==> config.mk <==
export PLATFORM = sky130hd
export DESIGN_NAME = aud_play_ctrl_flat
export DESIGN_NICKNAME = d
export VERILOG_FILES = /design/src/rtl/aud_pkg.sv /design/src/rtl/aud_play_ctrl_if.sv /design/src/rtl/aud_interp.sv /design/src/rtl/aud_play_ctrl.sv /design/src/flat_wrapper.sv
export SDC_FILE = /design/constraint.sdc
export NUM_CORES = 1
export LEC_CHECK = 0
export CAP_MARGIN = 20
export CORE_MARGIN = 8
export CORE_UTILIZATION = 60
export CTS_BUF_LIST = sky130_fd_sc_hd__clkbuf_16
export CTS_CLUSTER_DIAMETER = 80
export DETAILED_ROUTE_END_ITERATION = 10
export PLACE_DENSITY_LB_ADDON = 0.3
export SLEW_MARGIN = 15
export SYNTH_ARGS = -nofsm -noshare
export SYNTH_HDL_FRONTEND = slang
export SYNTH_SLANG_ARGS = --single-unit
==> constraint.sdc <==
create_clock -name i_bclk -period 67.6 [get_ports i_bclk]
set_clock_uncertainty 0.05 [all_clocks]
set_input_delay 13.52 -clock i_bclk [delete_from_list [all_inputs] [get_ports i_bclk]]
set_output_delay 13.52 -clock i_bclk [all_outputs]
set_load 0.005 [all_outputs]
==> src/rtl/aud_pkg.sv <==
// Shared types and defaults for the audio playback path.
// Holds the FSM state encoding, speed-mode decode and bus width defaults.
package aud_pkg;

    localparam int ADDR_W_DEF = 20;
    localparam int DATA_W_DEF = 16;

    typedef enum logic [1:0] {
        ST_IDLE   = 2'd0,
        ST_RUN    = 2'd1,
        ST_FETCH  = 2'd2,
        ST_PAUSED = 2'd3
    } aud_state_e;

    typedef enum logic [1:0] {
        MODE_NORMAL      = 2'd0,
        MODE_FAST        = 2'd1,
        MODE_SLOW_HOLD   = 2'd2,
        MODE_SLOW_INTERP = 2'd3
    } aud_mode_e;

    // The mode inputs are one-hot or all-low; fast wins if that is ever violated.
    function automatic aud_mode_e decode_mode(input logic fast,
                                              input logic slow_hold,
                                              input logic slow_interp);
        aud_mode_e m;
        m = MODE_NORMAL;
        if (fast)             m = MODE_FAST;
        else if (slow_hold)   m = MODE_SLOW_HOLD;
        else if (slow_interp) m = MODE_SLOW_INTERP;
        return m;
    endfunction

endpackage

==> src/rtl/aud_play_ctrl_if.sv <==
// SRAM read port and DAC serializer handoff of the playback sequencer.
// master = sequencer side, slave = SRAM/serializer side.
interface aud_play_ctrl_if #(
    parameter int ADDR_W = aud_pkg::ADDR_W_DEF,
    parameter int DATA_W = aud_pkg::DATA_W_DEF
);
    logic [ADDR_W-1:0] o_sram_addr;
    logic              o_sram_rd;
    logic [DATA_W-1:0] i_sram_data;
    logic [DATA_W-1:0] o_dac_data;
    logic              o_dac_en;

    modport master (
        output o_sram_addr,
        output o_sram_rd,
        output o_dac_data,
        output o_dac_en,
        input  i_sram_data
    );

    modport slave (
        input  o_sram_addr,
        input  o_sram_rd,
        input  o_dac_data,
        input  o_dac_en,
        output i_sram_data
    );
endinterface

==> src/rtl/aud_interp.sv <==
// Linear interpolation between two samples: s0 + trunc0((s1-s0)*k / F).
// Purely combinational so it can be shared with the record-monitor path.
module aud_interp
    import aud_pkg::*;
#(
    parameter int DATA_W = DATA_W_DEF
) (
    input  logic [DATA_W-1:0] i_s0,
    input  logic [DATA_W-1:0] i_s1,
    input  logic [2:0]        i_k,
    input  logic [3:0]        i_f,
    output logic [DATA_W-1:0] o_y
);
    localparam int PW = DATA_W + 4;

    logic signed [PW-1:0] diff;
    logic signed [PW-1:0] prod;
    logic signed [PW-1:0] fdiv;

    // Signed division truncates toward zero; |quotient| <= |s1-s0|, so no overflow.
    always_comb begin
        diff = $signed({{4{i_s1[DATA_W-1]}}, i_s1}) - $signed({{4{i_s0[DATA_W-1]}}, i_s0});
        prod = diff * $signed({{(PW-3){1'b0}}, i_k});
        fdiv = $signed({{(PW-4){1'b0}}, i_f});
        o_y  = i_s0 + DATA_W'(prod / fdiv);
    end

endmodule

==> src/rtl/aud_play_ctrl.sv <==
// Playback sequencer: reads recorded samples from SRAM once per LRCK frame,
// applies the speed mode and hands one sample per frame to the DAC serializer.
//
// state  | meaning
// IDLE   | stopped, outputs cleared, waiting for play
// RUN    | playing, waiting for the LRCK rising-edge tick
// FETCH  | 4-cycle read/compute of the next sample (ph 0..3)
// PAUSED | outputs cleared, address and step held
module aud_play_ctrl
    import aud_pkg::*;
#(
    parameter int ADDR_W = ADDR_W_DEF,
    parameter int DATA_W = DATA_W_DEF
) (
    input  logic              i_bclk,
    input  logic              i_rst_n,
    input  logic              i_daclrck,
    input  logic              i_play,
    input  logic              i_pause,
    input  logic              i_stop,
    input  logic              i_fast,
    input  logic              i_slow_hold,
    input  logic              i_slow_interp,
    input  logic [2:0]        i_speed,
    input  logic [ADDR_W-1:0] i_end_addr,
    aud_play_ctrl_if.master   bus,
    output logic [1:0]        o_state,
    output logic              o_done
);

    aud_state_e        state_q, state_d;
    aud_mode_e         mode_q, mode_d;
    logic [1:0]        ph_q, ph_d;
    logic [ADDR_W-1:0] addr_q, addr_d;
    logic [2:0]        k_q, k_d;
    logic [2:0]        spd_q, spd_d;
    logic [DATA_W-1:0] s0_q, s0_d;
    logic [DATA_W-1:0] s1_q, s1_d;
    logic [ADDR_W-1:0] sram_addr_q, sram_addr_d;
    logic              sram_rd_q, sram_rd_d;
    logic [DATA_W-1:0] dac_data_q, dac_data_d;
    logic              dac_en_q, dac_en_d;
    logic              done_q, done_d;
    logic              end_q, end_d;
    logic              hold_q, hold_d;
    logic              lrck_q, lrck_d;

    aud_mode_e         mode_in;
    logic              tick;
    logic              cmd_pause;
    logic              cfg_chg;
    logic              at_end;
    logic              past_end;
    logic [3:0]        f_val;
    logic [ADDR_W:0]   next_a;
    logic [2:0]        next_k;
    logic [DATA_W-1:0] interp_y;

    assign mode_in   = decode_mode(i_fast, i_slow_hold, i_slow_interp);
    assign tick      = i_daclrck & ~lrck_q;
    assign cmd_pause = i_pause & ~i_stop;
    assign cfg_chg   = (mode_in != mode_q) || (i_speed != spd_q);
    assign at_end    = (addr_q == i_end_addr);
    assign f_val     = {1'b0, spd_q} + 4'd1;

    aud_interp #(.DATA_W(DATA_W)) u_interp (
        .i_s0 (s0_q),
        .i_s1 (s1_q),
        .i_k  (k_q),
        .i_f  (f_val),
        .o_y  (interp_y)
    );

    // Next address is one bit wider so running past the end never wraps to 0.
    always_comb begin
        next_k = 3'd0;
        next_a = {1'b0, addr_q} + {{ADDR_W{1'b0}}, 1'b1};
        case (mode_q)
            MODE_FAST: next_a = {1'b0, addr_q} + {{(ADDR_W-3){1'b0}}, f_val};
            MODE_SLOW_HOLD, MODE_SLOW_INTERP: begin
                if (k_q != spd_q) begin
                    next_a = {1'b0, addr_q};
                    next_k = k_q + 3'd1;
                end
            end
            default: ;
        endcase
    end

    assign past_end = (next_a > {1'b0, i_end_addr});

    always_comb begin
        state_d     = state_q;
        mode_d      = mode_q;
        ph_d        = ph_q;
        addr_d      = addr_q;
        k_d         = k_q;
        spd_d       = spd_q;
        s0_d        = s0_q;
        s1_d        = s1_q;
        sram_addr_d = sram_addr_q;
        sram_rd_d   = 1'b0;
        dac_data_d  = dac_data_q;
        dac_en_d    = dac_en_q;
        done_d      = 1'b0;
        end_d       = end_q;
        hold_d      = hold_q;
        lrck_d      = i_daclrck;

        case (state_q)
            ST_IDLE: begin
                if (i_play && !i_pause) begin
                    state_d = ST_RUN;
                    addr_d  = '0;
                    k_d     = 3'd0;
                    end_d   = 1'b0;
                    mode_d  = mode_in;
                    spd_d   = i_speed;
                end
            end
            ST_RUN: begin
                if (cmd_pause) begin
                    state_d    = ST_PAUSED;
                    dac_en_d   = 1'b0;
                    dac_data_d = '0;
                end else if (tick && end_q) begin
                    state_d    = ST_IDLE;
                    done_d     = 1'b1;
                    dac_en_d   = 1'b0;
                    dac_data_d = '0;
                    end_d      = 1'b0;
                    addr_d     = '0;
                    k_d        = 3'd0;
                end else if (tick) begin
                    state_d     = ST_FETCH;
                    ph_d        = 2'd0;
                    sram_addr_d = addr_q;
                    sram_rd_d   = 1'b1;
                    if (cfg_chg) begin
                        k_d    = 3'd0;
                        mode_d = mode_in;
                        spd_d  = i_speed;
                    end
                end
            end
            ST_FETCH: begin
                if (cmd_pause) begin
                    hold_d     = 1'b1;
                    dac_en_d   = 1'b0;
                    dac_data_d = '0;
                end
                case (ph_q)
                    2'd0: begin
                        ph_d = 2'd1;
                        if (mode_q == MODE_SLOW_INTERP) begin
                            sram_addr_d = addr_q + {{(ADDR_W-1){1'b0}}, 1'b1};
                            sram_rd_d   = 1'b1;
                        end
                    end
                    2'd1: begin
                        ph_d = 2'd2;
                        s0_d = bus.i_sram_data;
                    end
                    2'd2: begin
                        ph_d = 2'd3;
                        s1_d = (mode_q == MODE_SLOW_INTERP && !at_end) ? bus.i_sram_data : s0_q;
                    end
                    default: begin
                        ph_d = 2'd0;
                        // A pause during the fetch keeps a/k so resume replays this sample.
                        if (hold_q || cmd_pause) begin
                            state_d    = ST_PAUSED;
                            hold_d     = 1'b0;
                            dac_en_d   = 1'b0;
                            dac_data_d = '0;
                        end else begin
                            state_d    = ST_RUN;
                            dac_data_d = (mode_q == MODE_SLOW_INTERP) ? interp_y : s0_q;
                            dac_en_d   = 1'b1;
                            addr_d     = next_a[ADDR_W-1:0];
                            k_d        = next_k;
                            end_d      = past_end;
                        end
                    end
                endcase
            end
            ST_PAUSED: begin
                if (i_play && !i_pause) state_d = ST_RUN;
            end
            default: state_d = ST_IDLE;
        endcase

        if (i_stop) begin
            state_d     = ST_IDLE;
            ph_d        = 2'd0;
            addr_d      = '0;
            k_d         = 3'd0;
            sram_addr_d = '0;
            sram_rd_d   = 1'b0;
            dac_data_d  = '0;
            dac_en_d    = 1'b0;
            done_d      = 1'b0;
            end_d       = 1'b0;
            hold_d      = 1'b0;
        end
    end

    always_ff @(posedge i_bclk or negedge i_rst_n) begin
        if (!i_rst_n) begin
            state_q     <= ST_IDLE;
            mode_q      <= MODE_NORMAL;
            ph_q        <= 2'd0;
            addr_q      <= '0;
            k_q         <= 3'd0;
            spd_q       <= 3'd0;
            s0_q        <= '0;
            s1_q        <= '0;
            sram_addr_q <= '0;
            sram_rd_q   <= 1'b0;
            dac_data_q  <= '0;
            dac_en_q    <= 1'b0;
            done_q      <= 1'b0;
            end_q       <= 1'b0;
            hold_q      <= 1'b0;
            lrck_q      <= 1'b0;
        end else begin
            state_q     <= state_d;
            mode_q      <= mode_d;
            ph_q        <= ph_d;
            addr_q      <= addr_d;
            k_q         <= k_d;
            spd_q       <= spd_d;
            s0_q        <= s0_d;
            s1_q        <= s1_d;
            sram_addr_q <= sram_addr_d;
            sram_rd_q   <= sram_rd_d;
            dac_data_q  <= dac_data_d;
            dac_en_q    <= dac_en_d;
            done_q      <= done_d;
            end_q       <= end_d;
            hold_q      <= hold_d;
            lrck_q      <= lrck_d;
        end
    end

    assign bus.o_sram_addr = sram_addr_q;
    assign bus.o_sram_rd   = sram_rd_q;
    assign bus.o_dac_data  = dac_data_q;
    assign bus.o_dac_en    = dac_en_q;
    assign o_state         = state_q;
    assign o_done          = done_q;

endmodule

==> src/flat_wrapper.sv <==
// flat-port wrapper written by rule: the top's interface ports become plain ports
module aud_play_ctrl_flat import aud_pkg::*;
#(
    parameter int ADDR_W = ADDR_W_DEF,
    parameter int DATA_W = DATA_W_DEF
)
  (i_bclk, i_rst_n, i_daclrck, i_play, i_pause, i_stop, i_fast, i_slow_hold, i_slow_interp, i_speed, i_end_addr, o_state, o_done, bus_o_sram_addr, bus_o_sram_rd, bus_o_dac_data, bus_o_dac_en, bus_i_sram_data);
  aud_play_ctrl_if #(.ADDR_W(ADDR_W), .DATA_W(DATA_W)) bus_i ();
  input  logic i_bclk;
  input  logic i_rst_n;
  input  logic i_daclrck;
  input  logic i_play;
  input  logic i_pause;
  input  logic i_stop;
  input  logic i_fast;
  input  logic i_slow_hold;
  input  logic i_slow_interp;
  input  logic [2:0] i_speed;
  input  logic [ADDR_W-1:0] i_end_addr;
  output logic [1:0] o_state;
  output logic o_done;
  output wire logic [$bits(bus_i.o_sram_addr)-1:0] bus_o_sram_addr;
  output wire logic [$bits(bus_i.o_sram_rd)-1:0] bus_o_sram_rd;
  output wire logic [$bits(bus_i.o_dac_data)-1:0] bus_o_dac_data;
  output wire logic [$bits(bus_i.o_dac_en)-1:0] bus_o_dac_en;
  input wire logic [$bits(bus_i.i_sram_data)-1:0] bus_i_sram_data;
  assign bus_o_sram_addr = bus_i.o_sram_addr;
  assign bus_o_sram_rd = bus_i.o_sram_rd;
  assign bus_o_dac_data = bus_i.o_dac_data;
  assign bus_o_dac_en = bus_i.o_dac_en;
  assign bus_i.i_sram_data = bus_i_sram_data;
  aud_play_ctrl #(.ADDR_W(ADDR_W), .DATA_W(DATA_W)) u_core (.i_bclk(i_bclk), .i_rst_n(i_rst_n), .i_daclrck(i_daclrck), .i_play(i_play), .i_pause(i_pause), .i_stop(i_stop), .i_fast(i_fast), .i_slow_hold(i_slow_hold), .i_slow_interp(i_slow_interp), .i_speed(i_speed), .i_end_addr(i_end_addr), .bus(bus_i), .o_state(o_state), .o_done(o_done));
endmodule
==> impl_metrics.csv, run 1 <==
group,metric,value,unit
timing,slew_headroom,26.4,%
worst_setup_path,worstPathArrival,53880,ps
synth,async_flop_share,100,%
worst_setup_path,startpoint_type,"flip-flop",
floorplan,rows,64,
run,max-cap-violations,0,
grt,grt_antenna_before_repair,1,
timing,period_share,79.4,%
grt,grtUsageTotal,29.5,%
grt,globalRouteMet1Util,40.2,%
worst_setup_path,critical_path.slowest_cell,"nor2_1",
synth,synth_seq_cells,106,
route,drt_iter0_markers,1450,
synth,dominantRegCellSynth,"dfrtp_1",
grt,grt_first_pass_wirelength,88.8,mm
synth,yosysWarnings,0,
timing,setup_violations,0,
timing,setup-tns-final,0,ps
route,vias,18300,
clocking,ctsHoldBuffers,0,
route,finalWirelength,54.3,mm
route,ant_nets,0,
clocking,worstSkewPairLatency,370,ps
cells_and_area,area_delta_synth_final,7.48,%
clocking,cts_buffers,9,
synth,synth_area,18300,um2
cells_and_area,drive_above_1_share,8.65,%
timing,fmax,0.0186,GHz
worst_setup_path,slowest_delay,860,ps
timing,period_needed,53670,ps
synth,ys_seq_area_share,14.5,%
cells_and_area,nets,2681,
synth,syn_avg_cell_area,7.58,um2
status,outcome,"completed",
clocking,cts_tree,"yes",
route,vias_per_cell,6.44,
worst_setup_path,worst_path_most_repeated_cell,"ha_1",
grt,use_met3,4.06,%
clocking,h-tree-depth,3,
route,routedWlPerCell,19.2,um
synth,yosysUniqueCellTypes,138,
floorplan,dieArea,36300,um2
worst_setup_path,r2r_setup_slack,13930,ps
grt,grtUsageMet2,47.2,%
clocking,cts_resized,0,
placed_design,portBuffers,88,
clocking,postCtsSetupRepairBufs,0,
clocking,cts_buffer_depth,2,
placed_design,place_hpwl,43.3,mm
timing,rsz0062_at_grt,"false",
min_path,min_path_type,"flip-flop to flip-flop",
clocking,cts_root_buf,"clkbuf_16",
grt,grt_pass1_vias,17500,
worst_setup_path,cp_data_required_time,67800,ps
clocking,numClockSinks,106,
placed_design,routabilityCongestion,0.981,
grt,grt_max_degree,74,
clocking,clk_pin_slew_worst_paths,80,ps
floorplan,core,30300,um2
route,drc_errors,0,
grt,grt.overflow.total,0,
floorplan,die_y,191,um
cells_and_area,antenna_cells,0,
timing,worst_pin_slew,1100,ps
timing,slew_violations,0,
timing,finalHoldViolations,0,
floorplan,die_w,191,um
worst_setup_path,path_max_fanout,37,
route,dr.pass1.iters,5,
worst_setup_path,cp-end-kind,"flip-flop",
synth,synth_fp_nets,2661,
synth,netlist_instances,2415,
synth,synth_edf_count,0,
floorplan,initial_core_util,60.3,%
grt,grt-busiest-layer,"met2",
worst_setup_path,path_class,"flip-flop to flip-flop",
floorplan,io_pins,89,
## stage by stage
stage / util [%] / setup WS, ps / hold WS [ps] / cells / instance area (um2)
global route: 64.8 / 9510 / 465 / 2836 / 19700
floorplan: - / 20750 / 421 / 2415 / 18300
global placement: 63.7 / 16990 / 416 / 2820 / 19300
CTS: 64.8 / 14650 / 441 / 2836 / 19700
finish: 64.8 / 13930 / 434 / 2836 / 19700
detailed placement: 63.7 / 14830 / 420 / 2820 / 19300
## area by class of cell
cell class                      count  area, um2
Sequential cell                   106       2650
Fill cell                        2641      10700
Clock inverter                      7        100
Multi-Input combinational cell   2059      14600
Inverter                          157        589
Timing Repair Buffer              102        983
Clock buffer                        9        225
Tap cell                          396        495
## Yosys cell counts, drive strengths merged (38+ instances only)
cell	instances	area share (%)
mux2	48	3.0
and2	51	1.8
nand2	212	4.4
a21o	55	2.3
a21oi	196	5.5
nor3	84	2.4
inv	156	3.2
ha	178	12
o21ai	148	4.1
nand3	55	1.6
o21a	43	1.8
xor2	74	3.5
xnor2	107	5.3
mux2i	38	2.1
nor2	244	5.0
dfrtp	106	14
clkbuf	70	1.5
## worst max-delay path: cells and delay by family, from the launching register on
kind	cells	cell delay, ps
buffers and inverters	9	1200
muxes	9	2460
xor gates and xnor gates	4	670
and+or+nand+nor	77	18660
AOI/OAI and AO/OA	106	22250
adders and majority gates	26	7800
DFF	1	440
## flip-flops by register name, indices dropped and copies added (netlist names)
name and flops:
u_core.hold_q 1, u_core.lrck_q 1, u_core.addr_q 20, u_core.bus.o_dac_data 16
u_core.o_state 2, u_core.end_q 1, u_core.o_done 1, u_core.bus.o_sram_rd 1
u_core.bus.o_dac_en 1, u_core.k_q 3, u_core.ph_q 2, u_core.bus.o_sram_addr 20
u_core.mode_q 2, u_core.s0_q 16, u_core.spd_q 3, u_core.s1_q 16
## layout by cell type (no fill, tap or decap), types with 44 or more instances in the layout
cell,count
xor2_1,74
inv_1,156
xnor2_1,105
o21ai_0,129
dfrtp_1,106
a21oi_1,190
nand3_1,51
ha_1,178
and2_1,44
nor3_1,82
nand2_1,209
clkdlybuf4s50_1,87
a21o_1,50
mux2_2,44
nor2_1,242
## worst paths after layout
check,from,depth (start not counted),to
max reg2reg,u_core.s0_q[1],231,u_core.bus.o_dac_data[15]
min reg2reg,u_core.bus.o_dac_data[6],2,u_core.bus.o_dac_data[6]
min in group asynchronous,i_rst_n,1,u_core.addr_q[18]
min,u_core.bus.o_dac_data[6],2,u_core.bus.o_dac_data[6]
max,u_core.s0_q[1],231,u_core.bus.o_dac_data[15]
max in group asynchronous,i_rst_n,2,u_core.s0_q[6]
## cells by family (layout without fill, tap and decap cells)
| group | after synthesis | after routing | synth area share [%] |
|---|---|---|---|
| AO/OA/AOI/OAI | 709 | 709 | 26.8 |
| XOR/XNOR | 181 | 181 | 8.87 |
| adder cells (fa/ha/maj) | 199 | 199 | 14.4 |
| buffers and inverters | 250 | 275 | 5.65 |
| flip-flops | 106 | 106 | 14.5 |
| multiplexers | 86 | 86 | 5.11 |
| AND/OR/NAND/NOR | 884 | 884 | 24.7 |
## metal layers
metal / vias up / wire length [um]
li1: 8794 / -
met1: 8676 / 25000
met2: 660 / 24200
met3: 127 / 3270
met4: 2 / 1910
met5: - / 9
Power of run 1 is left out: the tool's default activity adds up to more than one toggle a clock period on the data nets, which glitch-free logic cannot reach.
==> run 2, diff against run 1 <==
==> constraint.sdc (replaced) <==
create_clock -name i_bclk -period 51.1 [get_ports i_bclk]
set_clock_uncertainty 0.05 [all_clocks]
set_input_delay 10.22 -clock i_bclk [delete_from_list [all_inputs] [get_ports i_bclk]]
set_output_delay 10.22 -clock i_bclk [all_outputs]
set_load 0.005 [all_outputs]
==> run 2 against run 1 <==
  * First-iteration DRC count increased by 4.3%
  * Clock-buffer cell count unchanged
  * Flip-flop and latch count unchanged
==> impl_metrics.csv, run 2 (synthesis gave the netlist of run 1 again) <==
group,metric,value,unit
route,routedWlPerCell,19.4,um
worst_setup_path,worstPathArrival,48200,ps
status,outcome,"completed",
floorplan,io_pins,89,
placed_design,routabilityCongestion,1.01,
worst_setup_path,path_buf_inv,7,
timing,holdWs,448,ps
grt,grtUsageTotal,29.6,%
floorplan,core,30300,um2
timing,finalHoldViolations,0,
clocking,cts_buffers,9,
timing,slew_headroom,23.8,%
cells_and_area,nFillCells,2632,
cells_and_area,antenna_cells,0,
clocking,cts_buffer_depth,2,
cells_and_area,drive_above_1_share,11.3,%
cells_and_area,layout_common_cells,"236 x nor2_1, 206 x nand2_1, 178 x a21oi_1, 178 x ha_1, 155 x inv_1",
route,vias_per_cell,6.46,
cells_and_area,finish.utilization,66.2,%
floorplan,rows,64,
clocking,clk_pin_slew_worst_paths,80,ps
clocking,worstSkewPairLatency,370,ps
grt,grt_pass1_vias,17300,
worst_setup_path,worst_path_most_repeated_cell,"ha_1",
timing,setup_violations,0,
placed_design,place_inst,2824,
worst_setup_path,startpoint_type,"flip-flop",
timing,setup-tns-final,0,ps
worst_setup_path,path_max_fanout,14,
clocking,h-tree-depth,3,
cells_and_area,final_common_cell,"nor2_1",
run,max-cap-violations,0,
grt,grt_antenna_before_repair,0,
floorplan,die_y,191,um
route,drt_iter0_markers,1512,
worst_setup_path,critical_path.slowest_cell,"or4_1",
worst_setup_path,cp-end-kind,"flip-flop",
cells_and_area,nets,2707,
min_path,min_path_type,"flip-flop to flip-flop",
timing,slew_violations,0,
route,dr.pass1.iters,5,
route,finalWirelength,55.4,mm
route,ant_nets,0,
grt,grt_first_pass_wirelength,89.1,mm
placed_design,place_hpwl,43.8,mm
floorplan,initial_core_util,60.3,%
clocking,cts_tree,"yes",
worst_setup_path,cp_top_family,"compound AO/OA/AOI/OAI gates",
timing,worst_pin_slew,1130,ps
route,drc_errors,0,
clocking,ctsHoldBuffers,0,
grt,grt_max_degree,55,
timing,fmax,0.0208,GHz
floorplan,dieArea,36300,um2
floorplan,die_w,191,um
route,vias,18500,
cells_and_area,area_delta_synth_final,9.82,%
cells_and_area,instances_no_fill,2861,
timing,period_share,93.9,%
timing,period_needed,48000,ps
grt,grt.overflow.total,0,
worst_setup_path,slowest_delay,620,ps
clocking,cts_root_buf,"clkbuf_16",
placed_design,portBuffers,88,
clocking,numClockSinks,106,
worst_setup_path,path_class,"flip-flop to flip-flop",
worst_setup_path,cp_data_required_time,51300,ps
-- run 2: stage by stage --
stage               setup WS, ps  cell area, um2
floorplan                   4250           18300
global placement            1280           19400
detailed placement          -599           19400
CTS                         19.0           19700
global route                -187           20100
finish                      3100           20100
-- run 2: worst min-delay path: cells and delay by family, from the launching register on --
kind	cells	cell delay [ps]
DFF	1	360
and+or+nand+nor	2	110
-- run 2: layout make-up --
type                       instances  area [um2]  area share (%)
multi-input combinational       2059       14900            74.1
sequential                       106        2650            13.2
timing repair buffer             128        1190            5.90
inverter                         157         589            2.93
tap                              396         495            2.47
clock buffer                       9         225            1.12
clock inverter                     6        66.3           0.330
-- run 2: layer usage --
metal | routed length [um] | vias up | global-route usage [%]
li1 | - | 8853 | -
met1 | 24600 | 8842 | 39.7
met2 | 24800 | 686 | 47.1
met3 | 4310 | 99 | 5.71
met4 | 1700 | 0 | 9.93
met5 | 0 | - | 0
-- run 2: final timing paths --
kind,from,to,slack [ps],cells past startpoint
max,u_core.s0_q[1],u_core.bus.o_dac_data[15],3100,228
min,u_core.bus.o_dac_en,u_core.bus.o_dac_en,450,2
max reg2reg,u_core.s0_q[1],u_core.bus.o_dac_data[15],3100,228
min reg2reg,u_core.bus.o_dac_en,u_core.bus.o_dac_en,450,2
max in group asynchronous,i_rst_n,u_core.s1_q[14],39950,2
min in group asynchronous,i_rst_n,u_core.bus.o_sram_addr[10],9840,1
-- run 2: what timing repair did --
item | in CTS | in global routing
gates resized for setup | 5 | 57
buffers inserted | 0 | 21
setup endpoints to repair | 5 | 16
pin swaps | 0 | 10
Power of run 2 is left out for the same reason.
==> run 3, diff against run 2 <==
--- a/config.mk
+++ b/config.mk
@@ -6,7 +6,7 @@
 export NUM_CORES = 1
 export LEC_CHECK = 0
 export CAP_MARGIN = 20
-export CORE_MARGIN = 8
+export CORE_MARGIN = 2
 export CORE_UTILIZATION = 60
 export CTS_BUF_LIST = sky130_fd_sc_hd__clkbuf_16
 export CTS_CLUSTER_DIAMETER = 80
==> run 3 against run 2 <==
  * Critical path depth is 6 higher
  * Via count is 0.32% lower
  * Worst setup slack worse by 19 ps
  * Final area hardly changed
  * Clock-buffer cell count stayed put
  * Die area is 12% lower
  * Critical path type unchanged
  * Cell count is 0.14% lower
  * Sequential share of layout area hardly changed
  * Fmax hardly changed
  * First-iteration DRC count is 9.9% lower
  * Highest routed layer unchanged
  * Worst hold slack worse by 13 ps
  * Core utilization is 1.0 points higher
==> impl_metrics.csv, run 3 (synthesis gave the netlist of run 1 again) <==
group,metric,value,unit
worst_setup_path,slowest_delay,620,ps
route,drc_errors,0,
floorplan,die_y,179,um
route,finalWirelength,54.0,mm
timing,worst_pin_slew,978,ps
worst_setup_path,critical_path.slowest_cell,"or4_1",
worst_setup_path,cp-end-kind,"flip-flop",
clocking,ctsHoldBuffers,0,
min_path,min_path_type,"flip-flop to flip-flop",
worst_setup_path,worst_path_most_repeated_cell,"ha_1",
floorplan,core,29900,um2
timing,setup_violations,0,
cells_and_area,nets,2709,
floorplan,initial_core_util,61.3,%
route,routedWlPerCell,18.9,um
timing,fmax,0.0208,GHz
clocking,numClockSinks,106,
clocking,cts_buffers,9,
cells_and_area,multi_input_area,14900,um2
grt,grt.overflow.total,0,
cells_and_area,nFillCells,2573,
route,vias_per_cell,6.45,
clocking,clk_pin_slew_worst_paths,80,ps
floorplan,rows,63,
clocking,cts_tree,"yes",
grt,grt_antenna_before_repair,0,
placed_design,routabilityCongestion,1.00,
worst_setup_path,worstPathArrival,48270,ps
floorplan,io_pins,89,
clocking,cts_buffer_depth,2,
floorplan,dieArea,31900,um2
placed_design,place_hpwl,42.5,mm
worst_setup_path,path_max_fanout,14,
status,outcome,"completed",
timing,finalHoldViolations,0,
timing,period_needed,48020,ps
route,dr.pass1.iters,7,
clocking,h-tree-depth,3,
grt,grt_max_degree,83,
clocking,cts_root_buf,"clkbuf_16",
route,vias,18400,
timing,slew_headroom,34.7,%
worst_setup_path,cp_data_required_time,51350,ps
route,drt_iter0_markers,1362,
worst_setup_path,r2r_setup_slack,3080,ps
timing,holdWs,435,ps
worst_setup_path,startpoint_type,"flip-flop",
grt,grt_first_pass_wirelength,86.8,mm
worst_setup_path,path_class,"flip-flop to flip-flop",
timing,slew_violations,0,
clocking,worstSkewPairLatency,370,ps
placed_design,portBuffers,88,
cells_and_area,layout_common_cells,"239 x nor2_1, 207 x nand2_1, 178 x ha_1",
cells_and_area,final_common_cell,"nor2_1",
cells_and_area,register_area,2650,um2
grt,grtUsageTotal,33.3,%
floorplan,die_w,179,um
run,max-cap-violations,0,
cells_and_area,antenna_cells,0,
timing,period_share,94.0,%
cells_and_area,area_delta_synth_final,9.76,%
cells_and_area,drive_above_1_share,11.3,%
grt,grt_pass1_vias,17400,
route,ant_nets,0,
## run 3: changes by cell type in the layout (fill, tap and decap cells not counted), moves of 2 or more
cell	change
nor2_2	-2
buf_6	+2
buf_2	+2
inv_6	+3
nor2_1	+3
a21oi_1	-2
clkinv_1	-2
## run 3: cell type report
class | count | area share [%]
clock buffer | 9 | 1.12
clock inverter | 6 | 0.237
inverter | 157 | 2.93
multi-input combinational | 2059 | 74.1
sequential | 106 | 13.2
tap | 390 | 2.43
timing repair buffer | 130 | 5.95
## run 3: per-layer routing
layer | wire [um] | vias to the layer above | track usage (%)
li1 | - | 8843 | -
met1 | 24700 | 8785 | 46.3
met2 | 24400 | 690 | 53.7
met3 | 3650 | 102 | 5.39
met4 | 1270 | 0 | 8.64
met5 | 0 | - | 0
## run 3: worst paths after layout
check                                          start  cells after the start                          to
min                        u_core.bus.o_sram_addr[1]                      2   u_core.bus.o_sram_addr[1]
max in group asynchronous                    i_rst_n                      2            u_core.addr_q[7]
max                                   u_core.s0_q[1]                    234   u_core.bus.o_dac_data[15]
min reg2reg                u_core.bus.o_sram_addr[1]                      2   u_core.bus.o_sram_addr[1]
min in group asynchronous                    i_rst_n                      1  u_core.bus.o_sram_addr[18]
max reg2reg                           u_core.s0_q[1]                    234   u_core.bus.o_dac_data[15]
## run 3: repair_timing
action / 4_1_cts / 5_1_grt
gates resized for setup: 8 / 54
hold endpoints to repair: 0 / 0
buffers inserted: 0 / 24
setup endpoints to repair: 5 / 16
pin swaps: 0 / 11
## run 3: metrics by stage
stage               cells  setup TNS [ps]  cell area [um2]  util (%)  worst slack [ps]
global route         2857            -238            20100      67.2              -238
floorplan            2415               0            18300         -              4250
finish               2857               0            20100      67.2              3080
CTS                  2832               0            19700      65.8              83.6
global placement     2815               0            19300      64.7              1300
detailed placement   2817           -2050            19400      64.8              -960
## run 3: critical path: cells and delay by family (launching register included)
kind | cells | cell delay [ps]
XOR/XNOR | 2 | 250
flip-flops | 1 | 430
AO/OA/AOI/OAI | 107 | 20130
adder cells (fa/ha/maj) | 26 | 7710
AND/OR/NAND/NOR | 82 | 16720
buffers and inverters | 8 | 680
multiplexers | 9 | 1970
Power of run 3 is left out for the same reason.
